==> src/rtl/regfile_sweep.sv <==
// Three-port register file with combinational reads, bypassed write and a
// registered debug port; reset zeroes the array one entry per cycle.
module regfile_sweep #(
  parameter int DATA_W  = 32,
  parameter int ADDR_W  = 5,
  parameter int R0_ZERO = 1,
  parameter int BYPASS  = 1
) (
  input  logic              clk,
  input  logic              reset,
  input  logic              we3,
  input  logic [ADDR_W-1:0] wa3,
  input  logic [DATA_W-1:0] wd3,
  input  logic [ADDR_W-1:0] ra1,
  input  logic [ADDR_W-1:0] ra2,
  output logic [DATA_W-1:0] rd1,
  output logic [DATA_W-1:0] rd2,
  input  logic [ADDR_W-1:0] dbg_addr,
  output logic [DATA_W-1:0] dbg_data,
  output logic              busy
);
  localparam int DEPTH = 2**ADDR_W;

  typedef enum logic {CLEAR, RUN} state_t;

  state_t             state_reg, state_next;
  logic [ADDR_W-1:0]  clr_addr_reg, clr_addr_next;
  logic [DATA_W-1:0]  rf [DEPTH];

  logic               wr_en;
  logic [ADDR_W-1:0]  wr_addr;
  logic [DATA_W-1:0]  wr_data;

  always_ff @(posedge clk) begin
    if (reset) begin
      state_reg    <= CLEAR;
      clr_addr_reg <= '0;
    end else begin
      state_reg    <= state_next;
      clr_addr_reg <= clr_addr_next;
    end
  end

  // The sweep and the pipeline share the single array write port.
  always_comb begin
    state_next    = state_reg;
    clr_addr_next = clr_addr_reg;
    wr_en         = 1'b0;
    wr_addr       = wa3;
    wr_data       = wd3;
    case (state_reg)
      CLEAR: begin
        wr_en   = 1'b1;
        wr_addr = clr_addr_reg;
        wr_data = '0;
        if (clr_addr_reg == ADDR_W'(DEPTH-1)) begin
          state_next    = RUN;
          clr_addr_next = '0;
        end else begin
          clr_addr_next = clr_addr_reg + ADDR_W'(1);
        end
      end
      RUN: begin
        wr_en = we3 && !((R0_ZERO != 0) && (wa3 == '0));
      end
      default: state_next = CLEAR;
    endcase
    if (reset) wr_en = 1'b0;
  end

  always_ff @(posedge clk) begin
    if (wr_en) rf[wr_addr] <= wr_data;
  end

  // Registered read sees the array before this edge's write; no bypass here.
  always_ff @(posedge clk) begin
    if (reset || state_reg == CLEAR || ((R0_ZERO != 0) && (dbg_addr == '0)))
      dbg_data <= '0;
    else
      dbg_data <= rf[dbg_addr];
  end

  assign busy = (state_reg == CLEAR);

  logic [ADDR_W-1:0] ra [2];
  logic [DATA_W-1:0] rd [2];

  assign ra[0] = ra1;
  assign ra[1] = ra2;
  assign rd1   = rd[0];
  assign rd2   = rd[1];

  for (genvar gi = 0; gi < 2; gi++) begin : g_read
    always_comb begin
      rd[gi] = rf[ra[gi]];
      if (state_reg == CLEAR)
        rd[gi] = '0;
      else if ((R0_ZERO != 0) && (ra[gi] == '0))
        rd[gi] = '0;
      else if ((BYPASS != 0) && we3 && (wa3 == ra[gi]))
        rd[gi] = wd3;
    end
  end
endmodule

==> config.mk <==
export PLATFORM = sky130hd
export DESIGN_NAME = regfile_sweep
export DESIGN_NICKNAME = d
export VERILOG_FILES = /design/src/rtl/regfile_sweep.sv
export SDC_FILE = /design/constraint.sdc
export NUM_CORES = 2
export LEC_CHECK = 0
export BUFFER_PORTS_ARGS = -buffer_cell sky130_fd_sc_hd__buf_2
export CAP_MARGIN = 40
export CORE_MARGIN = 3
export CORE_UTILIZATION = 30
export DETAILED_ROUTE_END_ITERATION = 8
export GPL_ROUTABILITY_DRIVEN = 0
export GPL_TIMING_DRIVEN = 0
export PLACE_DENSITY_LB_ADDON = 0.25
export SYNTH_ARGS = -nofsm -noshare
export SYNTH_HDL_FRONTEND = slang
export SYNTH_SLANG_ARGS = --single-unit
export TNS_END_PERCENT = 5
==> constraint.sdc <==
create_clock -name clk -period 4.1 [get_ports clk]
set_input_delay 0.41 -clock clk [delete_from_list [all_inputs] [get_ports clk]]
set_output_delay 0.41 -clock clk [all_outputs]
set_load 0.02 [all_outputs]
=== Word level (Yosys, flattened, before mapping) ===
Memories as Yosys holds them, arrays and structs flattened. A register that Yosys moved wholly into a read port is not among the register bits.
Cells that the tools add are included.

* Add/sub/neg operators: 1
* Multiply operators: 0
* Divide/modulo/power cells: 0
* Order comparisons: 0
* Equal/unequal tests: 3
* Shift operators: 0
* Multiplexer cells: 15
* Bitwise gates (word level): 1
* Reduce and logical (&&, ||, !) cells: 10

{| class="wikitable"
|+ Operator list
! cell !! number
|-
| 32-bit two-way mux || 7
|-
| 5-bit logical NOT || 4
|-
| 5-bit == test || 2
|-
| 5-bit two-way mux || 2
|-
| 5-bit by 1-bit adder with 5-bit output, second input constant || 1
|-
| 5-bit == test, second input constant || 1
|-
| 1-bit two-way mux || 5
|-
| 1-bit logical AND || 3
|-
| 1-bit logical OR || 2
|-
| 1-bit one-hot mux with 2 select lines || 1
|-
| 1-bit logical NOT || 1
|-
| 1-bit inverter || 1
|}

* Flip-flop bits (word level): 6
* Bits in latches: 0
* Memory bits (writable): 1024
* Memory bits (read-only): 0
* Bits of input ports: 55
* Output and inout port bits: 97
* Logic and storage cells: 33
* Memories kept: 1

{| class="wikitable"
|+ Memories
! name !! depth !! bits a word !! rd ports !! clocked after memory_dff !! write ports !! line !! RTL
|-
| rf || 32 || 32 || 3 || 1 || 1 || 28 || <nowiki>logic [DATA_W-1:0] rf [DEPTH];</nowiki>
|}

=== Longest topological paths before layout ===
* Word-level depth: 7
* Depth in mapped cells: 9
* Mapped depth without buffers: 6

=== Worst setup path before layout ===
Ideal clock, no wire load.

* Path type: in2reg
* Start: input port wa3[2]
* End: memory rf[0][0], enable pin
* Arrival: 2.773 ns
* Required time: 3.679 ns
* Slack: 0.906 ns
* Cell stages on the path: 7
* Path buffers: 2
* Path through: clkbuf_1 -> nor3_1 -> nor3_1 -> a21oi_1 -> or2_2 -> clkbuf_1 -> nor2_1

* Cells in the longest elaborated chain, start to end: 7
* Elaborated cells between the ends (all ways): 8

{| class="wikitable"
|+ RTL lines
! item !! line !! RTL
|-
| from (decl) || 12 || <nowiki>input logic [ADDR_W-1:0] wa3,</nowiki>
|-
| 5-bit logical NOT || 64 || <nowiki>wr_en = we3 && !((R0_ZERO != 0) && (wa3 == '0));</nowiki>
|-
| 1-bit logical NOT || 64 ||
|-
| 1-bit logical AND || 64 ||
|-
| 1-bit one-hot mux with 2 select lines || 51 || <nowiki>case (state_reg)</nowiki>
|-
| 1-bit two-way mux || 68 || <nowiki>if (reset) wr_en = 1'b0;</nowiki>
|-
| 1-bit two-way mux || 72 || <nowiki>if (wr_en) rf[wr_addr] <= wr_data;</nowiki>
|-
| 1-bit two-way mux (implied by the code) || 72 ||
|-
| to (decl) || 28 ||
|}

Several ways; a longest one is shown, not always the timed one.

=== Worst setup path after layout ===
* Start: input port wa3[4]
* End: output port rd2[30]

* Cells in the longest elaborated chain, start to end: 5

{| class="wikitable"
|+ RTL lines
! item !! line !! RTL
|-
| 5-bit == test || 100 || <nowiki>else if ((BYPASS != 0) && we3 && (wa3 == ra[gi]))</nowiki>
|-
| 1-bit logical AND || 100 ||
|-
| 32-bit two-way mux || 100 ||
|-
| 32-bit two-way mux || 98 || <nowiki>else if ((R0_ZERO != 0) && (ra[gi] == '0))</nowiki>
|-
| 32-bit two-way mux || 96 || <nowiki>if (state_reg == CLEAR)</nowiki>
|-
| to (decl) || 17 || <nowiki>output logic [DATA_W-1:0] rd2,</nowiki>
|}

No other way between the ends.

==> results.yml <==
clocking:
  clkTransAtPathRegs_ps: 60
  cts_tree: "yes"
  cts.sinks: 1062
  clk_latency_ps: 790
  htreeDepth: 3
  cts_root_buffer: "clkbuf_16"
  cts.path.max_buffers: 3
  cts_setup_buffers: 0
  holdBufCountCts: 0
  cts_buffers: 118
worst_setup_path:
  cpMostUsedCell: "clkbuf_1"
  path_cells: "clkbuf_1 -> xnor2_1 -> nand4_1 -> nor3_1 -> clkbuf_1 -> a221oi_1 -> a21oi_1 -> buf_2"
  cp-startpoint: "wa3[4]"
  max_stage_delay_ps: 700
  path_class: "in2out"
  r2r-start: "state_reg"
  end_kind: "primary output"
  reg2regPathDepth: 8
  worstPathMaxFanout: 10
  cp-start-kind: "input pin"
  cp.arrival_ps: 3950
  required_ps: 3690
  cp_slowest_cell: "clkbuf_1"
power:
  internal-power_uw: 19200
  switching_power_uw: 7140
  p_per_area_mw_per_mm2: 375
  finalPower_uw: 26400
  ir_drop_mv: 0.386
  p_clk_frac: 0.418
  leakage_uw: 0.0241
  seq_power_share: 0.449
  swShare: 0.271
  pwr-share-comb: 0.133
yosys:
  yosys.area.top_type: "edfxtp_1"
  synth_ff_type: "edfxtp_1"
  ys_types: 50
  netlist_area_sq_mm: 0.0589
  synth_edf_count: 1024
  synth_seq_cells: 1062
  syn_avg_cell_area_sq_um: 16.0
  syn_inst: 3693
  yosysSeqAreaShare: 0.535
  yosys-top-cells-area: "edfxtp_1 (52%), mux4_2 (18%), mux2_2 (9.8%), mux2i_1 (4.9%), o22ai_1 (2.6%)"
  synth_warnings: 0
  synth_nets: 3750
  synthDominantCellAreaShare: 0.522
  async_reset_ff_frac: 0
timing:
  hold_violations: 0
  final-setup-viol-count: 24
  grt_setup_unrepaired: "yes"
  slew_violations: 0
  holdWs_ps: 167
  finalClockSkew_ps: 48.4
  fin_crit_ps: 4360
  setup_ws_ps: -259
  max_freq_ghz: 0.229
  fin_crit_sh: 1.06
  relSlewSlack: 0.314
  tightest_slew_ps: 1020
  tns_ps: -1630
placed_design:
  place_area_sq_mm: 0.0662
  port_buffers: 140
  dp_hpwl_mm: 215
final_layout:
  final_core_util: 0.360
  num-fill-cells: 18300
  drive_gt1_frac: 0.415
  final_cell_mix: "edfxtp_1 (1024), mux2_2 (511), mux4_2 (473), mux2i_1 (291), buf_2 (268)"
  areaGrowthSynthToFinish_pct: 19.3
  finalNetCount: 4202
  final_common_cell: "edfxtp_1"
  stdcell_area_sq_mm: 0.0703
  largest_reg_flops: 1024
floorplan:
  die_y_microns: 449
  row_count: 162
  start_util: 0.302
  ios: 152
  die-area_sq_mm: 0.202
  core_area_sq_mm: 0.195
  die_x_microns: 449
run_status:
  violations: "negative setup slack"
  status: "finished with violations"
route:
  vias: 43900
  vias_per_cell: 6.38
  drc: 0
  dr.pass1.iters: 6
  ant_nets: 0
  wl_mm: 295
  drt_iter0_markers: 7589
  detail_route.wl_per_cell_microns: 42.8
hold_path:
  hold_depth: 2
  hold_path.class: "in2reg"
  min_from: "reset"
job:
  drv_cap: 0
global_routing:
  grt_overflow: 0
  grt_pass1_wl_mm: 388
  grt_pass1_vias: 42100
  antenna_found_initial: 19
  grt_use_total: 0.284
  grt_max_degree: 33
## final timing paths
kind | to | slack [ps]
setup reg to reg | rf[10][7] | 660
hold / removal | clr_addr_reg[0] | 170
setup / recovery | rd2[30] | -260
hold reg to reg | clr_addr_reg[3] | 520
## what timing repair did
action	CTS	global route
endpoints found under the setup margin	14	15
resized for setup	9	15
pin swaps	0	0
## routing by layer
metal,part of all wire,track usage
met1,0.35,0.345
met2,0.43,0.419
met3,0.13,0.0972
met4,0.086,0.205
met5,0.00030,0
## critical path: cells and delay by family
family,cells,cell delay (ps)
and+or+nand+nor,2,780
buffers and inverters,3,1670
AOI/OAI and AO/OA,2,880
xor gates and xnor gates,1,190
## power by group through the flow
stage               Clock [uW]  Combinational [uW]  Sequential (uW)
detailed placement           0                3340            12100
CTS                      11000                3350            11800
finish                   11000                3510            11800
floorplan                    0                1780            12000
global placement             0                3180            12100
global route             11500                3500            11800
## cells by family after synthesis
logic type	Yosys count	share of synthesized area
AO/OA/AOI/OAI	699	0.0816
XOR/XNOR	10	0.00149
adder cells (fa/ha/maj)	2	0.000425
buffers and inverters	355	0.0319
flip-flops	1062	0.535
multiplexers	1275	0.328
AND/OR/NAND/NOR	290	0.0221
## area by class of cell
type	instances	area, sq um	area share
plain buffers	346	1860	0.0264
inverters	9	33.8	0.000480
flip-flops and latches	1062	31500	0.448
well taps	2624	3280	0.0467
diodes	15	37.5	0.000534
repair buffers	332	3800	0.0541
clock buffers	146	3250	0.0462
multi-input cells	2276	25900	0.368
clock inverters	76	683	0.00972
## Yosys cell counts (all sizes together) (4+ instances only)
master	count
nor2	116
mux2i	291
clkbuf	151
dfxtp	38
xor2	4
a221oi	109
mux4	473
o21ai	97
a22oi	5
buf	195
nor2b	7
nand3	10
or3	4
o221ai	17
inv	8
nand2b	8
and2	32
a22o	26
nor3	28
o22ai	241
o211ai	64
a21o	8
a21oi	94
xnor2	6
a211o	28
nand2	72
edfxtp	1024
mux2	511
## stage by stage
stage                     instances  setup slack, ps
after detailed placement       6636             -347
after global placement         6457            -2410
after floorplan                3693              906
after global routing           6874             -147
final                          6886             -259
after CTS                      6858             20.7
No activity file was read; power rests on OpenSTA's default activity.
